===== src/rtl/pkt_sequencer_if.sv =====
// Packet type shared by the sequencer and its downstream counter block.
// Latency: n/a (type and bundle definitions only).
// Backpressure: none; packets are fire-and-forget.
package internal_pkg;

  typedef struct packed {
    logic        valid;
    logic [7:0]  addr;
    logic [63:0] data;
  } t_if_internal;

  localparam logic [7:0] ADDR_LOAD = 8'd128;
  localparam logic [7:0] ADDR_DEC  = 8'd130;

endpackage

// Bundle of the control, operand, packet and status signals of pkt_sequencer.
// master: the controller that starts sequences; slave: the sequencer itself.
interface pkt_sequencer_if;

  logic                        start;
  logic [63:0]                 load_value;
  logic [31:0]                 dec_count;
  logic [7:0]                  gap;
  logic                        sync_in;
  internal_pkg::t_if_internal  pkt_out;
  logic                        busy;
  logic                        done;
  logic                        pass;
  logic                        fail;

  modport master (
    output start, load_value, dec_count, gap, sync_in,
    input  pkt_out, busy, done, pass, fail
  );

  modport slave (
    input  start, load_value, dec_count, gap, sync_in,
    output pkt_out, busy, done, pass, fail
  );

endinterface


===== src/rtl/pkt_sequencer.sv =====
// Emits one LOAD packet then dec_count DEC packets, then judges the downstream sync flag.
// Latency: LOAD packet appears the cycle after start is accepted; every output is registered.
// Backpressure: none; start is ignored while busy, packets are never stalled.
module pkt_sequencer #(
  parameter int unsigned WAIT_CYC = 4
) (
  input  logic           clk,
  input  logic           reset_n,
  pkt_sequencer_if.slave bus
);

  import internal_pkg::*;

  localparam logic [2:0] S_IDLE = 3'd0;
  localparam logic [2:0] S_LOAD = 3'd1;
  localparam logic [2:0] S_GAP  = 3'd2;
  localparam logic [2:0] S_DEC  = 3'd3;
  localparam logic [2:0] S_WAIT = 3'd4;
  localparam logic [2:0] S_DONE = 3'd5;

  localparam int unsigned WW = (WAIT_CYC > 1) ? $clog2(WAIT_CYC) : 1;
  localparam logic [WW-1:0] WAIT_LAST = WW'(WAIT_CYC - 1);

  logic [2:0]    state_q,     state_d;
  logic [63:0]   load_q,      load_d;
  logic [31:0]   dec_q,       dec_d;
  logic [7:0]    gap_q,       gap_d;
  logic [31:0]   remaining_q, remaining_d;
  logic [7:0]    gap_cnt_q,   gap_cnt_d;
  logic [WW-1:0] wait_cnt_q,  wait_cnt_d;
  logic          seen_q,      seen_d;
  t_if_internal  pkt_q,       pkt_d;
  logic          busy_q,      busy_d;
  logic          done_q,      done_d;
  logic          pass_q,      pass_d;
  logic          fail_q,      fail_d;

  logic          expected;
  logic          any_sync;
  logic [31:0]   rem_next;

  // Next-state and next-output computation; outputs are derived from the next state so they register cleanly.
  always_comb begin
    state_d     = state_q;
    load_d      = load_q;
    dec_d       = dec_q;
    gap_d       = gap_q;
    remaining_d = remaining_q;
    gap_cnt_d   = gap_cnt_q;
    wait_cnt_d  = wait_cnt_q;
    seen_d      = seen_q;
    pass_d      = pass_q;
    fail_d      = fail_q;
    pkt_d       = '0;
    busy_d      = 1'b0;
    done_d      = 1'b0;
    rem_next    = remaining_q;

    // The downstream counter ends at zero exactly when the load value equals the decrement count.
    expected = (load_q == {32'b0, dec_q});
    any_sync = seen_q | bus.sync_in;

    case (state_q)
      S_IDLE: begin
        if (bus.start) begin
          load_d      = bus.load_value;
          dec_d       = bus.dec_count;
          gap_d       = bus.gap;
          remaining_d = bus.dec_count;
          pass_d      = 1'b0;
          fail_d      = 1'b0;
          state_d     = S_LOAD;
        end
      end

      S_LOAD, S_DEC: begin
        // A DEC packet consumes one from the remaining count; LOAD does not.
        if (state_q == S_DEC) begin
          rem_next = remaining_q - 32'd1;
        end
        remaining_d = rem_next;
        if (rem_next == 32'd0) begin
          // No trailing gap: the last packet goes straight to the sync window.
          state_d    = S_WAIT;
          wait_cnt_d = '0;
          seen_d     = 1'b0;
        end else if (gap_q != 8'd0) begin
          state_d   = S_GAP;
          gap_cnt_d = gap_q;
        end else begin
          state_d = S_DEC;
        end
      end

      S_GAP: begin
        if (gap_cnt_q <= 8'd1) begin
          gap_cnt_d = 8'd0;
          state_d   = S_DEC;
        end else begin
          gap_cnt_d = gap_cnt_q - 8'd1;
        end
      end

      S_WAIT: begin
        seen_d = any_sync;
        if (wait_cnt_q == WAIT_LAST) begin
          state_d = S_DONE;
          pass_d  = (expected == any_sync);
          fail_d  = (expected != any_sync);
        end else begin
          wait_cnt_d = wait_cnt_q + 1'b1;
        end
      end

      S_DONE: begin
        state_d = S_IDLE;
      end

      default: begin
        state_d = S_IDLE;
      end
    endcase

    busy_d = (state_d != S_IDLE);
    done_d = (state_d == S_DONE);
    if (state_d == S_LOAD) begin
      pkt_d.valid = 1'b1;
      pkt_d.addr  = ADDR_LOAD;
      pkt_d.data  = load_d;
    end else if (state_d == S_DEC) begin
      pkt_d.valid = 1'b1;
      pkt_d.addr  = ADDR_DEC;
      pkt_d.data  = 64'd0;
    end
  end

  // State and registered outputs; reset clears everything immediately, aborting any sequence.
  always_ff @(posedge clk or negedge reset_n) begin
    if (!reset_n) begin
      state_q     <= S_IDLE;
      load_q      <= '0;
      dec_q       <= '0;
      gap_q       <= '0;
      remaining_q <= '0;
      gap_cnt_q   <= '0;
      wait_cnt_q  <= '0;
      seen_q      <= 1'b0;
      pkt_q       <= '0;
      busy_q      <= 1'b0;
      done_q      <= 1'b0;
      pass_q      <= 1'b0;
      fail_q      <= 1'b0;
    end else begin
      state_q     <= state_d;
      load_q      <= load_d;
      dec_q       <= dec_d;
      gap_q       <= gap_d;
      remaining_q <= remaining_d;
      gap_cnt_q   <= gap_cnt_d;
      wait_cnt_q  <= wait_cnt_d;
      seen_q      <= seen_d;
      pkt_q       <= pkt_d;
      busy_q      <= busy_d;
      done_q      <= done_d;
      pass_q      <= pass_d;
      fail_q      <= fail_d;
    end
  end

  assign bus.pkt_out = pkt_q;
  assign bus.busy    = busy_q;
  assign bus.done    = done_q;
  assign bus.pass    = pass_q;
  assign bus.fail    = fail_q;

endmodule


===== src/flat_wrapper.sv =====
// flat-port wrapper written by rule: the top's interface ports become plain ports
module pkt_sequencer_flat import internal_pkg::*;
#(
  parameter int unsigned WAIT_CYC = 4
)
  (clk, reset_n, bus_start, bus_load_value, bus_dec_count, bus_gap, bus_sync_in, bus_pkt_out, bus_busy, bus_done, bus_pass, bus_fail);
  pkt_sequencer_if bus_i ();
  input  logic clk;
  input  logic reset_n;
  input wire logic [$bits(bus_i.start)-1:0] bus_start;
  input wire logic [$bits(bus_i.load_value)-1:0] bus_load_value;
  input wire logic [$bits(bus_i.dec_count)-1:0] bus_dec_count;
  input wire logic [$bits(bus_i.gap)-1:0] bus_gap;
  input wire logic [$bits(bus_i.sync_in)-1:0] bus_sync_in;
  output wire logic [$bits(bus_i.pkt_out)-1:0] bus_pkt_out;
  output wire logic [$bits(bus_i.busy)-1:0] bus_busy;
  output wire logic [$bits(bus_i.done)-1:0] bus_done;
  output wire logic [$bits(bus_i.pass)-1:0] bus_pass;
  output wire logic [$bits(bus_i.fail)-1:0] bus_fail;
  assign bus_i.start = bus_start;
  assign bus_i.load_value = bus_load_value;
  assign bus_i.dec_count = bus_dec_count;
  assign bus_i.gap = bus_gap;
  assign bus_i.sync_in = bus_sync_in;
  assign bus_pkt_out = bus_i.pkt_out;
  assign bus_busy = bus_i.busy;
  assign bus_done = bus_i.done;
  assign bus_pass = bus_i.pass;
  assign bus_fail = bus_i.fail;
  pkt_sequencer #(.WAIT_CYC(WAIT_CYC)) u_core (.clk(clk), .reset_n(reset_n), .bus(bus_i));
endmodule

===== config.mk =====
export PLATFORM = sky130hd
export DESIGN_NAME = pkt_sequencer_flat
export DESIGN_NICKNAME = d
export VERILOG_FILES = /design/src/rtl/pkt_sequencer_if.sv /design/src/rtl/pkt_sequencer.sv /design/src/flat_wrapper.sv
export SDC_FILE = /design/constraint.sdc
export NUM_CORES = 1
export LEC_CHECK = 0
export BUFFER_PORTS_ARGS = -buffer_cell sky130_fd_sc_hd__clkbuf_2
export CAP_MARGIN = 10
export CORE_MARGIN = 3
export CORE_UTILIZATION = 30
export DETAILED_ROUTE_END_ITERATION = 8
export PLACE_DENSITY = 0.53
export SLEW_MARGIN = 15
export SYNTH_ARGS = -nofsm -noshare
export SYNTH_HDL_FRONTEND = slang
export SYNTH_SLANG_ARGS = --single-unit

===== constraint.sdc =====
create_clock -name clk -period 3.6 [get_ports clk]
set_input_delay 0.54 -clock clk [delete_from_list [all_inputs] [get_ports clk]]
set_output_delay 0.54 -clock clk [all_outputs]
set_load 0.05 [all_outputs]

## After elaboration in Yosys (flattened, before gate mapping)

Index checks and enable logic that the tools add are counted.

| word-level totals | value |
|---|---|
| register bits | 227 |
| input port bits | 108 |
| output and inout port bits | 77 |
| logic and storage cells | 80 |

| operators by class | value |
|---|---|
| add/subtract/negate cells | 3 |
| order comparisons | 1 |
| equality and inequality tests | 17 |
| multiplexer cells | 28 |
| bitwise gates (word level) | 1 |
| reduce and logical (&&, ||, !) cells | 15 |

Operator list:

| operator | number |
|---|---|
| $mux 73 | 2 |
| $mux 64 | 2 |
| $mux 32 | 3 |
| $eq 64x32->1 | 1 |
| $pmux 32 s2 | 1 |
| $logic_not 32->1 | 1 |
| $sub 32x1->32 const B | 1 |
| $mux 8 | 3 |
| $pmux 8 s2 | 1 |
| $mux 3 | 4 |
| $pmux 3 s4 | 1 |
| $eq 3x2->1 const B | 3 |
| $reduce_and 3->1 | 3 |
| $le 8x1->1 const B | 1 |
| $reduce_bool 2->1 | 4 |
| $reduce_bool 8->1 | 1 |
| $sub 8x1->8 const B | 1 |
| $eq 3x1->1 const B | 2 |
| $eq 3x3->1 const B | 2 |
| $ne 2x1->1 const B | 3 |
| $ne 2x2->1 const B | 3 |
| $pmux 1 s2 | 3 |
| $reduce_and 2->1 | 3 |
| $mux 1 | 5 |
| other kinds (10) | 11 |

## Depth between registers and ports, before layout

| depth | value |
|---|---|
| depth in word-level cells | 9 |
| mapped depth | 10 |
| depth with buffers taken out | 10 |

## Least setup slack after synthesis

OpenSTA, ideal clock, no wires.

| timing path | value |
|---|---|
| path type | register to register |
| from | reg u_core.remaining_q[11] |
| to | reg u_core.pkt_q, in the netlist u_core.bus.pkt_out[71] |
| setup time | 124 ps |
| data arrival time | 2967 ps |
| data required time | 3476 ps |
| path slack | 509 ps |
| cell stages (with the launch flop) | 10 |
| path buffers | 1 |
| cell sequence | dfrtp_1 > or4_1 > or4_1 > buf_2 > nor3_4 > a32oi_1 > a2111oi_4 > a211oi_2 > and2_1 > or2_1 |

RTL lines:

| element | RTL line | text |
|---|---|---|
| start, declared | pkt_sequencer.sv:28 | `logic [31:0] remaining_q, remaining_d;` |
| start signal, assigned | pkt_sequencer.sv:158 | `remaining_q <= remaining_d;` |
| end signal, assigned | pkt_sequencer.sv:162 | `pkt_q <= pkt_d;` |
| end, declared | pkt_sequencer.sv:32 | `t_if_internal pkt_q, pkt_d;` |

==> impl_metrics.csv <==
group,metric,value,unit
worst_setup_path,cp_cell_sequence,"or4_1 > or4_1 > nor4_2 > a32oi_1 > a2111oi_4 > a211oi_2 > and2_1 > or2_1",
route,ant_nets,0,
layout,postLayoutCoreUtil,38.04,%
clock_network,cts-root-buf,"clkbuf_16",
worst_setup_path,path_depth,8,
worst_setup_path,reg2reg_slack,300,ps
job,max_cap_violations,0,
worst_setup_path,r2r_end,"u_core.bus.pkt_out[71]$_DFF_PN0_",
layout,diodes,0,
clock_network,cts_tree,"yes",
floorplan,start_util,30.80,%
placement,dp_hpwl,17.64,mm
worst_setup_path,crit_slowest_cell,"or4_1",
sta,tns,0,ps
sta,skew,7.139,ps
sta,finalMaxSlewViolations,0,
power_and_ir_drop,power_density,553.0,nW/um2
layout,layout.nets,1152,
route,first_iter_violations,468,
grt,track_usage,14.97,%
sta,grt_setup_unrepaired,"no",
floorplan,die_y,181.6,um
worst_setup_path,start_kind,"flip-flop",
clock_network,clkSinkCount,220,
synthesis,netlist_instances,859,
sta,setup_viol,0,
clock_network,hold_buffers,0,
worst_setup_path,reg2reg_depth,8,
route,wirelength,24.69,mm
layout,layout_commonest_cell,"dfrtp_1",
layout,layout_common_cells,"dfrtp_1, clkbuf_2, nand2_1, and2_1, a21o_1",
worst_setup_path,crit_end,"u_core.bus.pkt_out[71]$_DFF_PN0_",
worst_setup_path,critPathMaxStageDelay,600,ps
floorplan,die-area,32970,um2
worst_setup_path,critPathKind,"flip-flop to flip-flop",
worst_setup_path,startpoint,"u_core.remaining_q[11]$_DFFE_PN0P_",
layout,layout-drive-gt1-share,23.75,%
placement,port_buffers,178,
synthesis,async_flop_share,100.0,%
status,outcome,"finished clean",
power_and_ir_drop,irDropWorstVdd,0.3055,mV
worst_setup_path,cp_common_cell,"or4_1",
placement,place_area,10610,um2
sta,relSlewSlack,43.29,%
route,viasPerCell,4.806,
grt,grt_pass1_wl,40.10,mm
floorplan,coreArea,30030,um2
layout,stdcell_area,11420,um2
floorplan,ioPinCount,185,
worst_setup_path,critPathBufInv,0,
sta,period_share,91.64,%
worst_setup_path,required,4000,ps
layout,area_delta_synth_final,23.51,%
grt,grt_antenna_before_repair,0,
route,wl_per_cell,17.06,um
route,drt-pass1-iter-count,4,
sta,fin_crit,3299,ps
grt,grt_pass1_vias,7138,
clock_network,clock_latency,520,ps
clock_network,cts_resized,0,
worst_setup_path,critPathTopFamily,"simple AND/OR/NAND/NOR gates",
floorplan,die_w,181.6,um
clock_network,cts_setup_buffers,0,
placement,gp_congestion,0.8640,
clock_network,cts_buffers,26,
clock_network,clk_pin_slew_worst_paths,60,ps
clock_network,clockBufferDepth,3,
clock_network,htreeDepth,1,
synthesis,synth_warnings,0,
synthesis,synth_edf_count,0,
floorplan,rows,63,
route,vias,6955,
sta,hold_violations,0,
grt,grt_max_degree,119,
layout,n_fill_cell,3024,
power_and_ir_drop,leakagePower,0.006026,uW
sta,worst_pin_slew,848.4,ps
synthesis,synth.distinct_cells,64,
sta,fmax,0.3031,GHz
synthesis,synthesis.area,9249,um2
sta,fin_hold_ws,20.62,ps
worst_hold_path,hold_class,"input pin to asynchronous set/reset pin",
worst_setup_path,cp_data_arrival_time,3700,ps
worst_setup_path,cp_max_fo,8,
worst_setup_path,cp-end-kind,"flip-flop",
synthesis,ys_seq_area_share,59.52,%
synthesis,synth_seq_cells,220,
synthesis,ys.flop_type,"dfrtp_1",
worst_setup_path,timing.rr.start,"u_core.remaining_q[11]$_DFFE_PN0P_",
synthesis,syn_area_per_cell,10.77,um2
route,drc,0,
grt,grt-ovfl-total,0,
## synthesized netlist by cell type (13+ instances only)
master | number | area share [%]
a21o_1 | 64 | 5.2
a21oi_1 | 13 | 0.70
and2_1 | 65 | 4.4
clkbuf_1 | 36 | 1.5
dfrtp_1 | 220 | 60
nand2_1 | 161 | 6.5
nand3_1 | 16 | 0.87
nand4_1 | 13 | 0.88
nor2_1 | 26 | 1.1
nor4_1 | 22 | 1.5
o211ai_1 | 15 | 1.2
o21ai_0 | 23 | 1.2
xnor2_1 | 28 | 2.7
## registers in the layout, summed over array words and instances (netlist names)
| signal | count |
|---|---|
| u_core.wait_cnt_q | 2 |
| u_core.seen_q | 1 |
| u_core.gap_q | 8 |
| u_core.state_q | 3 |
| u_core.bus.fail | 1 |
| u_core.bus.busy | 1 |
| u_core.remaining_q | 32 |
| u_core.bus.pass | 1 |
| u_core.load_q | 64 |
| u_core.gap_cnt_q | 8 |
| u_core.dec_q | 32 |
| u_core.bus.done | 1 |
| u_core.bus.pkt_out | 66 |
## worst register-to-register path, cell delays in order, from the launching register on
cell and delay, ps:
dfrtp_1 450, or4_1 560, or4_1 600, nor4_2 320
a32oi_1 140, a2111oi_4 530, a211oi_2 190, and2_1 190
or2_1 200
## final cells by class
class / instances / area (um2) / area share (%)
clock buffers: 35 / 724.4 / 6.342
clock inverters: 10 / 88.84 / 0.7777
inverters: 12 / 45.04 / 0.3943
multi-input cells: 585 / 3518 / 30.80
flip-flops and latches: 220 / 5505 / 48.19
well taps: 390 / 488.0 / 4.272
repair buffers: 195 / 1054 / 9.222
## power by group
part / switching (uW) / leakage, uW / internal (uW) / total (uW)
clock network: 1000 / 0.000404 / 1480 / 2480
registers: 247 / 0.00288 / 2690 / 2930
logic: 527 / 0.00275 / 378 / 905
total: 1780 / 0.00603 / 4540 / 6320
## through the flow
step           cells  worst slack [ps]  total power [uW]
2_1_floorplan    864             509.0              3549
3_3_place_gp    1402             374.5              3878
3_5_place_dp    1402             318.7              3884
4_1_cts         1447             294.3              6410
5_1_grt         1447             25.36              6672
6_report        1447             301.1              6318
## metal layers
| metal | track usage, % | share of wire, % | up-vias |
|---|---|---|---|
| met5 | 0 | 0 | - |
| met3 | 2.744 | 6.1 | 39 |
| met1 | 22.12 | 48 | 3347 |
| li1 | - | - | 3349 |
| met2 | 22.78 | 44 | 220 |
| met4 | 3.656 | 2.3 | 0 |
## cell families after synthesis
group	Yosys count	share of synthesized area, %
buf+inv	59	2.706
other cells	1	0.04055
compound gates	169	13.11
fa+ha+maj	4	0.5411
simple gates	366	20.27
xor+xnor	38	3.598
mux	2	0.2165
flops	220	59.52
## worst min-delay path by stage
stage | endpoint | slack, ps
5_1_grt | u_core.bus.pkt_out[36]$_DFF_PN0_ | 80
6_report | u_core.bus.pkt_out[36]$_DFF_PN0_ | 20
3_3_place_gp | u_core.load_q[49]$_DFF_PN0_ | 460
2_1_floorplan | u_core.bus.busy$_DFF_PN0_ | 240
3_5_place_dp | u_core.load_q[43]$_DFF_PN0_ | 470
4_1_cts | u_core.bus.pkt_out[36]$_DFF_PN0_ | 60
No activity file was read; power rests on OpenSTA's default activity.
